### src/rtl/pathfinder_ci_bridge.sv
// Pathfinder custom-instruction bridge: decodes Nios II CI opcodes, arbitrates
// the edge cache between the engine, CI edge ops and an Avalon slave, and
// tracks engine launch/done status with a level interrupt.
module pathfinder_ci_bridge #(
  parameter int unsigned INDEX_WIDTH = 10,
  parameter int unsigned VALUE_WIDTH = 32
) (
  input  logic                     clock,
  input  logic                     reset,
  // Nios II custom instruction
  input  logic                     clock_enable,
  input  logic                     start,
  input  logic [7:0]               select_n,
  input  logic [31:0]              dataa,
  input  logic [31:0]              datab,
  output logic [31:0]              result,
  output logic                     ready,
  // Avalon slave into the edge cache
  input  logic [2*INDEX_WIDTH-1:0] slave_address,
  input  logic                     slave_read,
  input  logic                     slave_write,
  input  logic [31:0]              slave_writedata,
  output logic [31:0]              slave_readdata,
  output logic                     slave_waitrequest,
  output logic                     irq,
  // Edge cache
  output logic                     ec_read,
  output logic                     ec_write,
  output logic [INDEX_WIDTH-1:0]   ec_from,
  output logic [INDEX_WIDTH-1:0]   ec_to,
  output logic [VALUE_WIDTH-1:0]   ec_wdata,
  input  logic [VALUE_WIDTH-1:0]   ec_rdata,
  input  logic                     ec_ready,
  // Path engine
  output logic                     eng_start,
  output logic [INDEX_WIDTH-1:0]   eng_source,
  output logic [INDEX_WIDTH-1:0]   eng_dest,
  output logic [INDEX_WIDTH:0]     eng_nodes,
  input  logic                     eng_done,
  input  logic [VALUE_WIDTH-1:0]   eng_distance,
  input  logic                     eng_ec_read,
  input  logic [INDEX_WIDTH-1:0]   eng_ec_from,
  input  logic [INDEX_WIDTH-1:0]   eng_ec_to
);

  localparam logic [7:0]  OpWriteEdge = 8'd0;
  localparam logic [7:0]  OpReadEdge  = 8'd1;
  localparam logic [7:0]  OpLaunch    = 8'd2;
  localparam logic [7:0]  OpStatus    = 8'd3;
  localparam logic [7:0]  OpDistance  = 8'd4;
  localparam logic [7:0]  OpClearIrq  = 8'd5;
  localparam logic [31:0] ResIdle     = 32'hDEAD_BEEF;

  typedef enum logic [0:0] {StIdle, StExec} state_t;

  state_t state_q, state_d;

  // CI operands captured at start so the host may change them mid-op
  logic [7:0]             op_q;
  logic [INDEX_WIDTH-1:0] from_q, to_q;
  logic [VALUE_WIDTH-1:0] wdata_q;
  logic [INDEX_WIDTH:0]   nodes_q;

  logic                   busy_q, done_valid_q, irq_pending_q;
  logic [VALUE_WIDTH-1:0] distance_q;
  logic [INDEX_WIDTH-1:0] eng_source_q, eng_dest_q;
  logic [INDEX_WIDTH:0]   eng_nodes_q;
  logic                   eng_start_q;

  logic is_edge_op, ci_owns, slave_req, slave_owns;
  logic complete, launch, clear_irq, engine_finish;

  logic unused_dataa;
  assign unused_dataa = ^{dataa[31:16+INDEX_WIDTH], dataa[15:INDEX_WIDTH]};

  // Ownership arbitration and CI completion qualification
  always_comb begin
    is_edge_op    = (op_q == OpWriteEdge) || (op_q == OpReadEdge);
    ci_owns       = (state_q == StExec) && is_edge_op && !busy_q;
    slave_req     = slave_read || slave_write;
    slave_owns    = !busy_q && !ci_owns && slave_req;
    // Edge ops stall until they own the cache and it answers; others finish at once
    complete      = (state_q == StExec) && clock_enable && (!is_edge_op || (ci_owns && ec_ready));
    launch        = complete && (op_q == OpLaunch) && !busy_q;
    clear_irq     = complete && (op_q == OpClearIrq);
    engine_finish = eng_done && busy_q;
  end

  // CI FSM state register
  always_ff @(posedge clock) begin
    if (reset) begin
      state_q <= StIdle;
    end else begin
      state_q <= state_d;
    end
  end

  // CI FSM next-state logic
  always_comb begin
    state_d = state_q;
    unique case (state_q)
      StIdle: if (start) state_d = StExec;
      StExec: if (complete) state_d = StIdle;
      default: state_d = StIdle;
    endcase
  end

  // CI FSM outputs: ready pulse and result mux
  always_comb begin
    ready  = complete;
    result = ResIdle;
    if (complete) begin
      case (op_q)
        OpWriteEdge: result = 32'h0000_BEEF;
        OpReadEdge:  result = 32'(ec_rdata);
        OpLaunch:    result = busy_q ? 32'hFFFF_FFFF : 32'h0;
        OpStatus:    result = {29'b0, irq_pending_q, done_valid_q, busy_q};
        OpDistance:  result = 32'(distance_q);
        OpClearIrq:  result = 32'h0;
        default:     result = ResIdle;
      endcase
    end
  end

  // Operand capture, status flags, distance and engine launch latches
  always_ff @(posedge clock) begin
    if (reset) begin
      op_q          <= 8'h0;
      from_q        <= '0;
      to_q          <= '0;
      wdata_q       <= '0;
      nodes_q       <= '0;
      busy_q        <= 1'b0;
      done_valid_q  <= 1'b0;
      irq_pending_q <= 1'b0;
      distance_q    <= '0;
      eng_source_q  <= '0;
      eng_dest_q    <= '0;
      eng_nodes_q   <= '0;
      eng_start_q   <= 1'b0;
    end else begin
      eng_start_q <= 1'b0;
      if ((state_q == StIdle) && start) begin
        op_q    <= select_n;
        from_q  <= dataa[INDEX_WIDTH-1:0];
        to_q    <= dataa[16+INDEX_WIDTH-1:16];
        wdata_q <= datab[VALUE_WIDTH-1:0];
        nodes_q <= datab[INDEX_WIDTH:0];
      end
      if (launch) begin
        eng_source_q  <= from_q;
        eng_dest_q    <= to_q;
        eng_nodes_q   <= nodes_q;
        eng_start_q   <= 1'b1;
        busy_q        <= 1'b1;
        done_valid_q  <= 1'b0;
        irq_pending_q <= 1'b0;
      end
      if (clear_irq) irq_pending_q <= 1'b0;
      // Engine completion overrides a same-cycle irq clear
      if (engine_finish) begin
        distance_q    <= eng_distance;
        busy_q        <= 1'b0;
        done_valid_q  <= 1'b1;
        irq_pending_q <= 1'b1;
      end
    end
  end

  // Edge cache mux: engine, then CI edge op, then Avalon slave
  always_comb begin
    ec_read  = 1'b0;
    ec_write = 1'b0;
    ec_from  = '0;
    ec_to    = '0;
    ec_wdata = '0;
    if (busy_q) begin
      ec_read = eng_ec_read;
      ec_from = eng_ec_from;
      ec_to   = eng_ec_to;
    end else if (ci_owns) begin
      ec_read  = (op_q == OpReadEdge);
      ec_write = (op_q == OpWriteEdge);
      ec_from  = from_q;
      ec_to    = to_q;
      ec_wdata = wdata_q;
    end else if (slave_owns) begin
      ec_write = slave_write;
      ec_read  = slave_read && !slave_write;
      ec_from  = slave_address[INDEX_WIDTH-1:0];
      ec_to    = slave_address[2*INDEX_WIDTH-1:INDEX_WIDTH];
      ec_wdata = slave_writedata[VALUE_WIDTH-1:0];
    end
  end

  // Avalon handshake and read data
  always_comb begin
    slave_waitrequest = slave_req && !(slave_owns && ec_ready);
    slave_readdata    = slave_owns ? 32'(ec_rdata) : ResIdle;
  end

  assign irq        = irq_pending_q;
  assign eng_start  = eng_start_q;
  assign eng_source = eng_source_q;
  assign eng_dest   = eng_dest_q;
  assign eng_nodes  = eng_nodes_q;

endmodule

### config.mk
export PLATFORM = sky130hd
export DESIGN_NAME = pathfinder_ci_bridge
export DESIGN_NICKNAME = d
export VERILOG_FILES = /design/src/rtl/pathfinder_ci_bridge.sv
export SDC_FILE = /design/constraint.sdc
export NUM_CORES = 1
export LEC_CHECK = 0
export ABC_AREA = 1
export BUFFER_PORTS_ARGS = -buffer_cell sky130_fd_sc_hd__buf_2
export CORE_AREA = 4 4 142 144
export DETAILED_ROUTE_END_ITERATION = 16
export DIE_AREA = 0 0 146 148
export HOLD_SLACK_MARGIN = 0.02
export PLACE_DENSITY = 0.68
export SLEW_MARGIN = 40
export SYNTH_ARGS = -nofsm -noshare
export SYNTH_HDL_FRONTEND = slang
export SYNTH_SLANG_ARGS = --single-unit
### constraint.sdc
create_clock -name clock -period 2.16 [get_ports clock]
set_input_delay 0.648 -clock clock [delete_from_list [all_inputs] [get_ports clock]]
set_output_delay 0.648 -clock clock [all_outputs]
set_load 0.02 [all_outputs]
-- Word level (Yosys, flattened, before mapping)
Cells that the tools add are included.
- register bits: 139
- bits in latches: 0
- RAM bits: 0
- memory bits (read-only): 0
- output and inout bits: 153
- word-level logic and storage cells: 74
- memories kept: 0
- $add $sub $neg: 0
- multiply operators: 0
- div/mod/pow operators: 0
- $lt $le $gt $ge: 0
- eq/ne operators: 5
- shifts and indexed selects: 0
- multiplexer cells: 27
- bitwise gates (word level): 1
- reductions and logical operators: 27
- operator list (operator ; count):
    $mux 32 ; 6
    $pmux 32 s6 ; 1
    $mux 10 ; 6
    $eq 8x2->1 const B ; 2
    $eq 8x3->1 const B ; 2
    $logic_and 1x1->1 ; 15
    $mux 1 ; 13
    $eq 8x1->1 const B ; 1
    $logic_not 8->1 ; 1
    $logic_not 1->1 ; 5
    $logic_or 1x1->1 ; 3
    $reduce_bool 3->1 ; 1
    $pmux 1 s2 ; 1
    $reduce_bool 2->1 ; 1
    $reduce_or 2->1 ; 1
    $not 1->1 ; 1

-- Logic depth before layout (Yosys ltp)
- depth after elaboration: 12
- mapped depth: 12
- gate-level depth less buffers: 10

-- Worst setup path before layout
No wires, ideal clock.
- path type: input port to output port
- start: in ec_ready
- end: out result[0]
- arrival time: 1.677 ns
- required time: 1.512 ns
- setup slack: -0.165 ns
- cell stages on the path: 6
- cell sequence: inv_1 o31ai_4 nand2_4 nor3_4 buf_6 nand2_1
- word-level cells in the longest chain between the ends: 4
- RTL lines (what ; RTL line ; text):
    start, declared ; 33 ; input logic ec_ready,
    $logic_and 1x1->1 ; 83 ; complete = (state_q == StExec) && clock_enable && (!is_edge_op || (ci_owns && ec_ready));
    $logic_or 1x1->1 ; 83 ;
    $logic_and 1x1->1 ; 83 ;
    $mux 32 ; 112 ; if (complete) begin
    end, declared ; 16 ; output logic [31:0] result,
No other way between the ends.

-- Worst setup path after layout
- start: reg op_q[0]
- end: out slave_readdata[6]
- word-level cells in the longest chain between the ends: 8
- elaborated cells between the ends (all ways): 9
- RTL lines (what ; RTL line ; text):
    start, declared ; 59 ; logic [7:0] op_q;
    start signal, assigned ; 144 ; op_q <= select_n;
    $eq 8x1->1 or $logic_not 8->1 (tied branches) ; 78 ; is_edge_op = (op_q == OpWriteEdge) || (op_q == OpReadEdge);
    $logic_or 1x1->1 * ; 78 ;
    $logic_and 1x1->1 * (2 in a row) ; 79 ; ci_owns = (state_q == StExec) && is_edge_op && !busy_q;
    $logic_not 1->1 * ; 81 ; slave_owns = !busy_q && !ci_owns && slave_req;
    $logic_and 1x1->1 * (2 in a row) ; 81 ;
    $mux 32 * ; 199 ; slave_readdata = slave_owns ? 32'(ec_rdata) : ResIdle;
    end, declared ; 23 ; output logic [31:0] slave_readdata,
Mark *: on every way between the ends. The rest lies on a longest branch, timed or not.

==> out/metrics.csv <==
stage,metric,value,unit
floorplanning,Core Footprint,18700,sq um
detailed_routing,drt first pass iters,5,
placement,Placer Congestion,0.953,
global_routing,initial antenna violation count,3,
logic_synthesis,main flop type after synthesis,dfxtp_1,
floorplanning,Total Die Area,21600,sq um
cells_and_area,Nets,1514,
detailed_routing,DR iter-0 viols,444,
logic_synthesis,"top cells by area, synth","dfxtp_1 42%, nand2_1 11%, nor2_1 11%",
detailed_routing,DR vias,7915,
global_routing,total track usage,22.7,%
detailed_routing,final WL,28500,microns
run,max-cap violations,0,
detailed_routing,Final ANT Viol Nets,0,
power,Tot Pwr,7.60,mW
cells_and_area,Fillers,1664,
logic_synthesis,post-synthesis xor/xnor area fraction,0,%
floorplanning,row cnt,50,
timing,Slew HR,74.5,%
logic_synthesis,sequential fraction of the synthesis area,41.9,%
worst_hold_path,hold crit path type,in2reg,
timing,Fin. Hold Viols,0,
power,Leak,5.20,nW
critical_path,Critical R2R Capture,eng_nodes[7],
critical_path,Critical Path AT,2120,ps
global_routing,first-pass GRT wire length,39000,microns
global_routing,GRT overflow,0,
clocking,clock tree buffer depth,2,
power,Pwr Density,711,nW/um^2
timing,final setup vio count,120,
critical_path,Crit. End Element,output pin,
logic_synthesis,Netlist cell types,30,
power,Max IR drop VDD,0.000535,V
clocking,htree depth,4,
status,failing checks,setup timing,
detailed_routing,DR WL/cell,18.5,microns
logic_synthesis,mapped cell area,6120,sq um
timing,setup_tns,-64090,ps
logic_synthesis,Async SR Flop Fraction,0,%
floorplanning,die width,146,microns
critical_path,flop2flop setup slack,310,ps
timing,Final min period,2760,ps
logic_synthesis,register bit total from synthesis,128,
critical_path,critical path type,reg2out,
clocking,clk slew on worst S/H paths,60,ps
worst_hold_path,hold depth,2,
timing,fin worst setup slack,-603,ps
timing,clk_skew,6.74,ps
clocking,clk_lat worst skew,410,ps
critical_path,worst-path maximum fanout,7,
critical_path,Worst Setup Start Kind,register,
detailed_routing,vias per cell,5.13,
logic_synthesis,Synth Area in Compound Gates,16.2,%
floorplanning,IO Pins,370,
worst_hold_path,Worst Min Path Start,reset,
logic_synthesis,largest family of logic cells by synthesized area,simple AND/OR/NAND/NOR gates,
floorplanning,Starting Density,32.7,%
global_routing,largest net degree at the start of global routing,69,
logic_synthesis,"area leader, netlist",dfxtp_1,
cells_and_area,share of post-route cells with drive strength above 1,46.2,%
critical_path,r2r startpoint,op_q[4],
timing,Max Fclk,0.362,GHz
timing,hold slack,427,ps
clocking,total clock buffers created by CTS,17,
placement,Post-DP HPWL,18400,microns
clocking,CTS sink count,128,
cells_and_area,diode count,0,
logic_synthesis,Synth top area share,41.9,%
logic_synthesis,Post-Syn Nets,1103,
cells_and_area,most frequent cells in the layout,"257 x buf_2, 180 x nand2_1, 171 x nor2_1",
cells_and_area,"commonest non-fill, non-tap cell in the layout",buf_2,
timing,unrepaired setup endpoints after global routing,yes,
logic_synthesis,average size of a mapped cell,6.90,sq um
critical_path,"Req. time, crit path",1510,ps
logic_synthesis,"EDFF count, synth",0,
logic_synthesis,Post-Synth Simple-Gate Area,34.6,%
critical_path,worst r2r path cells,13,
logic_synthesis,share of synthesized area spent on multiplexers,0,%
clocking,CTS tree,yes,
clocking,clock root buffer,clkbuf_16,
logic_synthesis,Ys Warns,0,
timing,fin crit share,128,%
placement,Port Buffers,357,
logic_synthesis,adder-cell share of the synthesized area,0,%
logic_synthesis,Syn Inst Count,886,
floorplanning,DIE HEIGHT,148,microns
worst_hold_path,hold endpoint,state_q,
timing,Pins Over Slew Limit,0,
global_routing,vias in the first global route,7562,
detailed_routing,drc violations,0,
clocking,hold-fix buffers at CTS,0,
cells_and_area,Area Overhead vs Synth,75.0,%
timing,Worst Max-Slew Pin Slew,381,ps
status,status,finished with violations,
==> synth_stat cells, drive strengths merged, types with 22 or more instances <==
master  count
nand3      76
clkbuf     38
dfxtp     128
nor2      186
a21oi      25
o21ai     100
or2        22
a22o       32
inv        36
nand2     193
buf        24
==> worst max-delay path, stage by stage, from the launching register on <==
cell	delay, ps
dfxtp_4	370
inv_2	40
nand2_2	80
nor2_2	50
nand2_2	90
nand2_4	60
nand2_4	80
nand2_4	60
nor2_4	150
clkinv_4	150
clkbuf_16	200
or2_4	230
buf_6	130
==> worst max path at each step <==
stage | cells past startpoint | startpoint | endpoint | slack [ps]
final | 12 | op_q[0] | slave_readdata[6] | -600
after global routing | 12 | op_q[1] | result[4] | -710
after CTS | 10 | op_q[6] | result[30] | -590
after detailed placement | 7 | ec_ready | result[24] | -290
after global placement | 7 | ec_ready | result[24] | -290
after floorplan | 6 | ec_ready | result[0] | -140
==> through the flow <==
step	utilization, %	worst slack (ps)	cell area, sq um	cells
4_1_cts	53.2	-594	9950	1526
6_report	57.2	-603	10700	1543
2_1_floorplan	-	-135	6140	886
5_1_grt	57.2	-714	10700	1543
3_3_place_gp	45.9	-290	8580	1480
3_5_place_dp	45.9	-293	8580	1480
==> logic make-up (layout without fill, tap and decap cells) <==
group,Yosys count,after routing
and+or+nand+nor,489,489
AOI/OAI and AO/OA,168,168
buffers and inverters,101,524
DFF,128,128
==> registers in the layout, summed over array words and instances (netlist names) <==
signal,cells
eng_dest,10
irq,1
wdata_q,32
op_q,8
busy_q,1
eng_start,1
done_valid_q,1
eng_source,10
to_q,10
eng_nodes,11
state_q,1
from_q,10
distance_q,32
==> routing by layer <==
layer / part of all wire, % / GRT usage, %
met5: 0.12 / 0
met3: 8.3 / 6.13
met4: 4.9 / 12.0
met1: 37 / 25.0
met2: 50 / 40.0
==> timing repair <==
| item | CTS | global route |
|---|---|---|
| cloned | 5 | 9 |
| buffers inserted | 11 | 9 |
| endpoints found under the setup margin | 120 | 120 |
| resized for setup | 178 | 148 |
| pin swaps | 13 | 14 |
==> final cells by class <==
cell class	instances	area (sq um)	area share [%]
Multi-Input combinational cell	657	3510	32.8
Timing Repair Buffer	454	3520	32.9
Clock buffer	18	439	4.10
Inverter	39	178	1.66
Sequential cell	128	2570	24.1
Tap cell	234	293	2.74
Clock inverter	13	188	1.75
==> power breakdown <==
group          internal [mW]  switching, mW  total [mW]
clock                   1.96           1.11        3.07
sequential              2.47         0.0754        2.54
combinational          0.955           1.04        1.99
Power figures use the tool's default switching activity.
